## config.mk

```make
export PLATFORM = sky130hd
export DESIGN_NAME = fifo_wr_arbiter
export DESIGN_NICKNAME = d
export VERILOG_FILES = /design/src/rtl/fifo_wr_arbiter_pkg.sv /design/src/rtl/fifo_wr_arbiter_rr_pick.sv /design/src/rtl/fifo_wr_arbiter.sv
export SDC_FILE = /design/constraint.sdc
export NUM_CORES = 1
export LEC_CHECK = 0
export ABC_AREA = 1
export CORE_MARGIN = 2
export CORE_UTILIZATION = 44
export CTS_CLUSTER_SIZE = 8
export DETAILED_ROUTE_END_ITERATION = 6
export MAX_ROUTING_LAYER = met4
export PLACE_DENSITY = 0.87
export SLEW_MARGIN = 0
export SYNTH_ARGS = -nofsm -noshare
export SYNTH_HDL_FRONTEND = slang
export SYNTH_HIERARCHICAL = 1
export SYNTH_SLANG_ARGS = --single-unit
```

## constraint.sdc

```tcl
create_clock -name clk -period 3.9 [get_ports clk]
set_clock_uncertainty 0.05 [all_clocks]
set_input_delay 0.78 -clock clk [delete_from_list [all_inputs] [get_ports clk]]
set_output_delay 0.78 -clock clk [all_outputs]
set_load 0.01 [all_outputs]
```

## src/rtl/fifo_wr_arbiter_pkg.sv

```systemverilog
// Shared types and the circular priority pick used by the FIFO write arbiter.
package fifo_wr_arbiter_pkg;

  localparam int MAX_REQ = 8;

  typedef enum logic {
    IDLE = 1'b0,
    OWN  = 1'b1
  } state_t;

  // One-hot of the first set bit of req at or after start, wrapping at n.
  function automatic logic [MAX_REQ-1:0] rr_first(input logic [MAX_REQ-1:0] req,
                                                  input int start,
                                                  input int n);
    logic [MAX_REQ-1:0] g;
    int idx;
    g = '0;
    for (int k = 0; k < MAX_REQ; k++) begin
      idx = start + k;
      if (idx >= n) idx = idx - n;
      if (k < n && g == '0 && req[3'(idx)]) g[3'(idx)] = 1'b1;
    end
    return g;
  endfunction

endpackage

```

## src/rtl/fifo_wr_arbiter_rr_pick.sv

```systemverilog
// Combinational round-robin selection: first unmasked requester at or after ptr.
module fifo_wr_arbiter_rr_pick
  import fifo_wr_arbiter_pkg::*;
#(
  parameter int NUM_REQ = 4,
  parameter int PW      = $clog2(NUM_REQ)
) (
  input  logic [NUM_REQ-1:0] req,
  input  logic [PW-1:0]      ptr,
  input  logic [NUM_REQ-1:0] excl,
  output logic [NUM_REQ-1:0] gnt
);

  logic [MAX_REQ-1:0] cand;
  logic [MAX_REQ-1:0] pick;
  logic               unused_pick;

  always_comb begin
    cand = '0;
    cand[NUM_REQ-1:0] = req & ~excl;
    pick = rr_first(cand, int'(ptr), NUM_REQ);
    gnt  = pick[NUM_REQ-1:0];
  end

  assign unused_pick = ^pick;

endmodule

```

## src/rtl/fifo_wr_arbiter.sv

```systemverilog
// Round-robin burst arbiter sharing one FIFO write port, with a registered
// write stage and a shadow occupancy count that prevents overflow.
module fifo_wr_arbiter
  import fifo_wr_arbiter_pkg::*;
#(
  parameter int NUM_REQ    = 4,
  parameter int DATA_WIDTH = 8,
  parameter int FIFO_DEPTH = 16,
  parameter int BURST_LEN  = 4
) (
  input  logic                             clk,
  input  logic                             rst,
  input  logic [NUM_REQ-1:0]               req,
  input  logic [NUM_REQ*DATA_WIDTH-1:0]    req_data,
  output logic [NUM_REQ-1:0]               gnt,
  output logic                             fifo_wr,
  output logic [DATA_WIDTH-1:0]            fifo_data,
  input  logic                             fifo_rd,
  input  logic                             fifo_empty,
  input  logic                             fifo_overflow,
  output logic [$clog2(FIFO_DEPTH+1)-1:0]  level,
  output logic                             ovf_err
);

  localparam int PW = $clog2(NUM_REQ);
  localparam int LW = $clog2(FIFO_DEPTH+1);
  localparam int BW = $clog2(BURST_LEN+1);

  // Handshake: req[i] is the producer's valid and must stay high with stable
  // data until gnt[i]; gnt[i] high in a cycle means the word transfers at that
  // rising edge. A producer may drop req without a grant to end its burst.

  state_t               state, state_nxt;
  logic [PW-1:0]        owner, owner_nxt, rr_ptr, rr_ptr_nxt;
  logic [PW-1:0]        owner_inc, pick_ptr, pick_idx;
  logic [BW-1:0]        beat, beat_nxt;
  logic [NUM_REQ-1:0]   excl, pick_gnt;
  logic                 space, hold, accept, rd_eff;
  logic [DATA_WIDTH-1:0] gnt_data;

  assign space     = level < LW'(FIFO_DEPTH);
  assign hold      = (state == OWN) && req[owner] && (beat < BW'(BURST_LEN));
  assign owner_inc = (owner == PW'(NUM_REQ-1)) ? '0 : owner + 1'b1;
  // After a burst the search starts just past the old owner, making it last.
  assign pick_ptr  = (state == OWN) ? owner_inc : rr_ptr;
  assign excl      = {NUM_REQ{rst}};
  assign accept    = |gnt;
  assign rd_eff    = fifo_rd && !fifo_empty;

  fifo_wr_arbiter_rr_pick #(
    .NUM_REQ (NUM_REQ),
    .PW      (PW)
  ) u_pick (
    .req  (req),
    .ptr  (pick_ptr),
    .excl (excl),
    .gnt  (pick_gnt)
  );

  always_comb begin
    pick_idx = '0;
    for (int i = 0; i < NUM_REQ; i++)
      if (pick_gnt[i]) pick_idx = PW'(i);
  end

  always_ff @(posedge clk) begin
    if (rst) begin
      state  <= IDLE;
      owner  <= '0;
      rr_ptr <= '0;
      beat   <= '0;
    end else begin
      state  <= state_nxt;
      owner  <= owner_nxt;
      rr_ptr <= rr_ptr_nxt;
      beat   <= beat_nxt;
    end
  end

  // A stall freezes ownership entirely; burst ends are resolved once space returns.
  always_comb begin
    state_nxt  = state;
    owner_nxt  = owner;
    rr_ptr_nxt = rr_ptr;
    beat_nxt   = beat;
    if (space) begin
      if (state == IDLE) begin
        if (|pick_gnt) begin
          state_nxt = OWN;
          owner_nxt = pick_idx;
          beat_nxt  = BW'(1);
        end
      end else if (hold) begin
        beat_nxt = beat + 1'b1;
      end else begin
        rr_ptr_nxt = owner_inc;
        if (|pick_gnt) begin
          owner_nxt = pick_idx;
          beat_nxt  = BW'(1);
        end else begin
          state_nxt = IDLE;
          beat_nxt  = '0;
        end
      end
    end
  end

  always_comb begin
    gnt = '0;
    if (space && !rst) begin
      if (hold) gnt[owner] = 1'b1;
      else      gnt = pick_gnt;
    end
  end

  always_comb begin
    gnt_data = '0;
    for (int i = 0; i < NUM_REQ; i++)
      if (gnt[i]) gnt_data = req_data[i*DATA_WIDTH +: DATA_WIDTH];
  end

  always_ff @(posedge clk) begin
    if (rst) begin
      fifo_wr   <= 1'b0;
      fifo_data <= '0;
      level     <= '0;
      ovf_err   <= 1'b0;
    end else begin
      fifo_wr <= accept;
      if (accept) fifo_data <= gnt_data;
      if (accept && !rd_eff)
        level <= level + 1'b1;
      else if (!accept && rd_eff && level != '0)
        level <= level - 1'b1;
      if (fifo_overflow) ovf_err <= 1'b1;
    end
  end

endmodule

```

==> flow_summary_export.csv, run 1 <==
group,metric,value,unit
clock_network,clk_latency,0.28,ns
logic_synthesis,synth-async-reset-ratio,0,
run,drv_cap,0,
logic_synthesis,synth.distinct_cells,36,
global_route,grt_max_degree,17,
drt,dr.pass1.iters,5,
clock_network,htreeDepth,1,
logic_synthesis,synth_edf_count,0,
floorplanning,start_util,0.4574,
floorplanning,die_area,5520,sq um
clock_network,clockBufferDepth,2,
global_route,grt_usage,0.2129,
sta,relSlewSlack,0.6727,
placed_design,port_buffers,59,
sta,finalSetupTns,-0.2603,ns
placed_design,place_area,3112,sq um
critical_path,r2r_slack,-0.08,ns
critical_path,critPathLaunchType,"flip-flop",
placed_design,hpwlAfterDp,4749,um
critical_path,rr_startpoint,"owner[1]",
clock_network,cts_tree,"yes",
floorplanning,rows,25,
cells_and_area,fin_nets,485,
critical_path,setup.worst_path.class,"flip-flop to flip-flop",
global_route,grt_pass1_vias,2119,
drt,drt_iter0_markers,134,
sta,hold_viol,0,
min_path,hp-class,"flip-flop to flip-flop",
cells_and_area,area_growth,60.30,%
cells_and_area,fin_area,3486,sq um
cells_and_area,diodes,0,
cells_and_area,stdcell_count,493,
floorplanning,die_x,74.30,um
logic_synthesis,ys_seq_elements,23,
logic_synthesis,yosysSeqAreaShare,0.2117,
logic_synthesis,synth_area_per_cell,6.774,sq um
logic_synthesis,yosysWarnings,6,
critical_path,critPathMaxFanout,5,
global_route,grt_overflow,0,
critical_path,worstPathArrival,4.16,ns
sta,layout_setup_ws,-0.08441,ns
min_path,whs_endpoint,"fifo_data[4]",
drt,routed_wl,6894,um
sta,worstMarginPinSlew,0.4905,ns
cells_and_area,fin_util,0.7332,
clock_network,cts_root_buffer,"clkbuf_8",
cells_and_area,most-common-layout-cells,"nand2_1, clkdlybuf4s50_1, buf_4",
outcome,status,"finished with violations",
clock_network,numCtsBuffers,3,
logic_synthesis,syn_inst,321,
min_path,hold_depth,2,
sta,rsz0062_at_grt,"true",
logic_synthesis,synth_nets,379,
placed_design,placedCellCount,480,
drt,ant_nets,0,
sta,finalSetupViolCount,6,
floorplanning,core,4755,sq um
critical_path,cp_common_cell,"nand2_2",
sta,period_minus_slack,3.984,ns
drt,detail_route.wl_per_cell,13.98,um
drt,top_layer_used,"met4",
logic_synthesis,ys.flop_type,"dfxtp_1",
drt,post-route-drc-count,0,
drt,vias,2534,
clock_network,cts.reportedPaths.clkPinSlew,0.09,ns
sta,final_max_slew_viol_count,0,
floorplanning,ios,60,
cells_and_area,mostFrequentLayoutCell,"nand2_1",
critical_path,ff2ff_path_depth,33,
clock_network,cts.sinks,23,
drt,wl_met1,2688,um
drt,vias_per_cell,5.140,
critical_path,worstSetupEndpointType,"flip-flop",
placed_design,gp_congestion,0.9034,
logic_synthesis,syn-cell-area,2175,sq um
outcome,violations,"negative setup slack",
clock_network,cts_hold_buffers,0,
sta,fin_crit_sh,1.022,
critical_path,crit_path_max_incr_delay,0.41,ns
global_route,antenna_found_initial,0,
min_path,hold_start,"fifo_data[4]",
sta,fmax,251.0,MHz
critical_path,r2r-end,"level[4]",
floorplanning,die_h,74.30,um
global_route,grt_first_pass_wirelength,9101,um
critical_path,crit_required,4.07,ns
drt,dr_wl_met2,3729,um
cells_and_area,layout-drive-gt1-share,0.3685,
drt,route.met3.wl,376,um
critical_path,slowest_stage,"fa_2",
-- worst max-delay path, delay by kind of cell, from the launching register on --
| family | cells | cell delay (ns) |
|---|---|---|
| AO/OA/AOI/OAI | 2 | 0.29 |
| adder cells (fa/ha/maj) | 3 | 0.93 |
| buffers and inverters | 7 | 0.40 |
| flip-flops | 1 | 0.38 |
| AND/OR/NAND/NOR | 21 | 1.85 |
-- repair_timing --
| item | 4_1_cts | 5_1_grt |
|---|---|---|
| setup buffers | 2 | 7 |
| gates resized for setup | 28 | 54 |
| cloned | 0 | 0 |
| setup endpoints to repair | 6 | 7 |
| pin swaps | 6 | 34 |
-- routing by layer --
metal / up-vias / track usage
met4: 0 / 0.02976
met1: 1172 / 0.2449
met3: 17 / 0.03659
li1: 1250 / -
met5: - / -
met2: 95 / 0.3948
-- area by class of cell --
| class | count | area (sq um) |
|---|---|---|
| clock buffer | 3 | 41.29 |
| clock inverter | 1 | 5.005 |
| fill | 322 | 1269 |
| inverter | 54 | 212.7 |
| multi-input combinational | 241 | 1743 |
| sequential | 23 | 467.9 |
| tap | 67 | 83.83 |
| timing repair buffer | 104 | 932.1 |
-- state kept, by name (all words and copies together) (netlist names) --
register   flops
level          5
beat           3
fifo_wr        1
ovf_err        1
fifo_data      8
owner          2
state          1
rr_ptr         2
-- metrics by stage --
| step | hold slack (ns) | setup WS (ns) |
|---|---|---|
| after floorplan | 0.3991 | 0.008140 |
| after global placement | 0.3872 | -0.3382 |
| after detailed placement | 0.3936 | -0.5090 |
| after CTS | 0.4081 | -0.008103 |
| after global routing | 0.4288 | -0.2236 |
| final | 0.4038 | -0.08441 |
-- kinds of logic after synthesis --
group,Yosys count,synth area share
buf+inv,57,0.1024
simple gates,184,0.4678
fa+ha+maj,17,0.1013
flops,23,0.2117
compound gates,38,0.1088
xor+xnor,2,0.008057
-- cell usage after synthesis, types with 2 or more instances --
cell type	n	area share
nand2_2	12	0.035
clkinv_1	5	0.0086
ha_1	16	0.092
nand2_4	5	0.026
inv_1	42	0.072
nor2_2	3	0.0086
o21ai_0	21	0.048
a21oi_1	5	0.012
nand2_1	70	0.12
nor2_4	5	0.026
nor2_1	20	0.035
o21ai_1	2	0.0046
inv_2	7	0.012
or2_2	7	0.020
nor4_1	2	0.0058
nand3_4	6	0.048
dfxtp_1	23	0.21
nand3_2	7	0.032
a31oi_1	3	0.0086
nand3_1	41	0.094
nand4_1	4	0.012
-- worst max-delay path by stage --
stage	startpoint	end	slack, ns	cells after the start
2_1_floorplan	owner[0]	level[4]	0.008	34
5_1_grt	owner[1]	level[4]	-0.22	33
6_report	owner[1]	level[4]	-0.08	33
4_1_cts	owner[0]	gnt[0]	-0.008	25
3_3_place_gp	rst	level[4]	-0.34	30
3_5_place_dp	rst	level[4]	-0.51	30
Power of run 1 is not shown: default switching activity piles up to over one toggle a cycle in this logic, so the estimate is an artifact.
==> inputs of run 2 (changes only) <==
--- a/config.mk
+++ b/config.mk
@@ -6,12 +6,13 @@
 export NUM_CORES = 1
 export LEC_CHECK = 0
 export ABC_AREA = 1
-export CORE_MARGIN = 2
+export CORE_MARGIN = 3
 export CORE_UTILIZATION = 44
 export CTS_CLUSTER_SIZE = 8
 export DETAILED_ROUTE_END_ITERATION = 6
 export MAX_ROUTING_LAYER = met4
 export PLACE_DENSITY = 0.87
+export RECOVER_POWER = 100
 export SLEW_MARGIN = 0
 export SYNTH_ARGS = -nofsm -noshare
 export SYNTH_HDL_FRONTEND = slang
==> flow_summary_export.csv, run 2 (synthesis gave the netlist of run 1 again) <==
group,metric,value,unit
outcome,status,"finished with violations",
outcome,violations,"negative setup slack",
sta,finalSetupViolCount,7,
clock_network,clk_latency,0.28,ns
critical_path,r2r_slack,-0.15,ns
sta,rsz0062_at_grt,"true",
run,drv_cap,0,
clock_network,cts.reportedPaths.clkPinSlew,0.09,ns
critical_path,worstPathArrival,4.23,ns
clock_network,clockBufferDepth,2,
critical_path,setup.worst_path.class,"flip-flop to flip-flop",
global_route,grt_usage,0.2365,
drt,ant_nets,0,
global_route,grt_first_pass_wirelength,11250,um
sta,final_max_slew_viol_count,0,
clock_network,htreeDepth,1,
sta,layout_setup_ws,-0.1532,ns
cells_and_area,most-common-layout-cells,"nand2_1, clkdlybuf4s50_1, buf_4",
drt,vias,2788,
clock_network,cts.sinks,23,
global_route,grt_pass1_vias,2486,
sta,fin_hold_ws,0.4042,ns
drt,dr.pass1.iters,4,
global_route,antenna_found_initial,0,
cells_and_area,layout-drive-gt1-share,0.4050,
cells_and_area,area_growth,70.31,%
cells_and_area,mostFrequentLayoutCell,"nand2_1",
global_route,grt_overflow,0,
sta,worstMarginPinSlew,0.5001,ns
floorplanning,core,4564,sq um
clock_network,cts_root_buffer,"clkbuf_8",
placed_design,gp_congestion,0.8111,
drt,detail_route.wl_per_cell,17.37,um
cells_and_area,largest_register_ffs,8,
floorplanning,rows,24,
cells_and_area,fin_nets,496,
sta,fin_crit_sh,1.039,
clock_network,cts_hold_buffers,0,
floorplanning,die_x,76.30,um
global_route,grt_max_degree,17,
sta,relSlewSlack,0.6662,
drt,routed_wl,8719,um
floorplanning,die_h,76.30,um
placed_design,hpwlAfterDp,4910,um
cells_and_area,top_register,"fifo_data",
placed_design,port_buffers,59,
min_path,hp-class,"flip-flop to flip-flop",
clock_network,numCtsBuffers,3,
sta,period_minus_slack,4.053,ns
drt,post-route-drc-count,0,
sta,hold_viol,0,
drt,vias_per_cell,5.554,
critical_path,critPathMaxFanout,4,
critical_path,worstSetupEndpointType,"flip-flop",
floorplanning,start_util,0.4764,
placed_design,placedCellCount,479,
cells_and_area,stdcell_count,502,
clock_network,cts_tree,"yes",
drt,drt_iter0_markers,192,
sta,fmax,246.7,MHz
cells_and_area,reg_top3,"fifo_data (8), level (5), beat (3)",
critical_path,crit_required,4.08,ns
floorplanning,ios,60,
critical_path,critPathLaunchType,"flip-flop",
floorplanning,die_area,5822,sq um
cells_and_area,diodes,0,
[run 2: worst max-delay path, cell delays in order, from the launching register on]
cell,delay (ns)
dfxtp_4,0.38
ha_4,0.17
nor2_4,0.11
nand2_2,0.07
nand2_4,0.11
inv_6,0.05
buf_4,0.14
ha_1,0.32
a32o_1,0.26
a31oi_1,0.26
nand3_2,0.13
nor2_4,0.21
nand3_2,0.13
nand2_2,0.11
inv_2,0.05
nand2_2,0.09
nand3_4,0.11
nand2_4,0.11
o21ai_4,0.10
fa_1,0.44
a31oi_4,0.16
inv_1,0.07
nand2_1,0.08
nand2_2,0.07
nand2_1,0.05
nand2_1,0.06
nor2_2,0.10
[run 2: layout make-up]
| cell class | count | area, sq um |
|---|---|---|
| clock inverter | 1 | 7.507 |
| clock buffer | 3 | 41.29 |
| multi-input combinational | 241 | 1833 |
| timing repair buffer | 115 | 1049 |
| sequential | 23 | 469.2 |
| inverter | 54 | 222.7 |
| fill | 267 | 860.8 |
| tap | 65 | 81.33 |
[run 2: timing repair]
action	CTS	global route
gates resized for setup	25	93
pin swaps	2	41
buffers inserted	2	17
endpoints found under the setup margin	6	11
gates cloned	0	0
[run 2: final timing paths]
check	startpoint	endpoint	cells past startpoint
worst max register to register	owner[0]	level[4]	26
worst min-delay path	fifo_data[4]	fifo_data[4]	2
worst max-delay path	owner[0]	level[4]	26
worst min register to register	fifo_data[4]	fifo_data[4]	2
[run 2: per-stage QoR]
step | area [sq um] | TNS, ns | util | setup slack, ns
after floorplan | 2187 | 0 | - | 0.008140
after global placement | 3117 | -1.819 | 0.6828 | -0.3456
after detailed placement | 3117 | -2.912 | 0.6828 | -0.5006
after CTS | 3209 | -0.08017 | 0.7031 | -0.04050
after global routing | 3704 | -1.775 | 0.8114 | -0.3418
final | 3704 | -0.6476 | 0.8114 | -0.1532
[run 2: layer usage]
metal | wire length [um] | up-vias | GRT usage
li1 | - | 1266 | -
met1 | 3193 | 1300 | 0.2558
met2 | 4437 | 163 | 0.4244
met3 | 584 | 59 | 0.04728
met4 | 504 | 0 | 0.09058
met5 | 0 | - | -
Power of run 2 is left out for the same reason.
==> inputs of run 3 (changes only) <==
--- a/config.mk
+++ b/config.mk
@@ -13,7 +13,6 @@
 export MAX_ROUTING_LAYER = met4
 export PLACE_DENSITY = 0.87
 export RECOVER_POWER = 100
-export SLEW_MARGIN = 0
 export SYNTH_ARGS = -nofsm -noshare
 export SYNTH_HDL_FRONTEND = slang
 export SYNTH_HIERARCHICAL = 1
==> results of run 3 <==
No change in the layout: final DEF, timing and power equal those of run 2.
Power of run 3 is left out for the same reason.
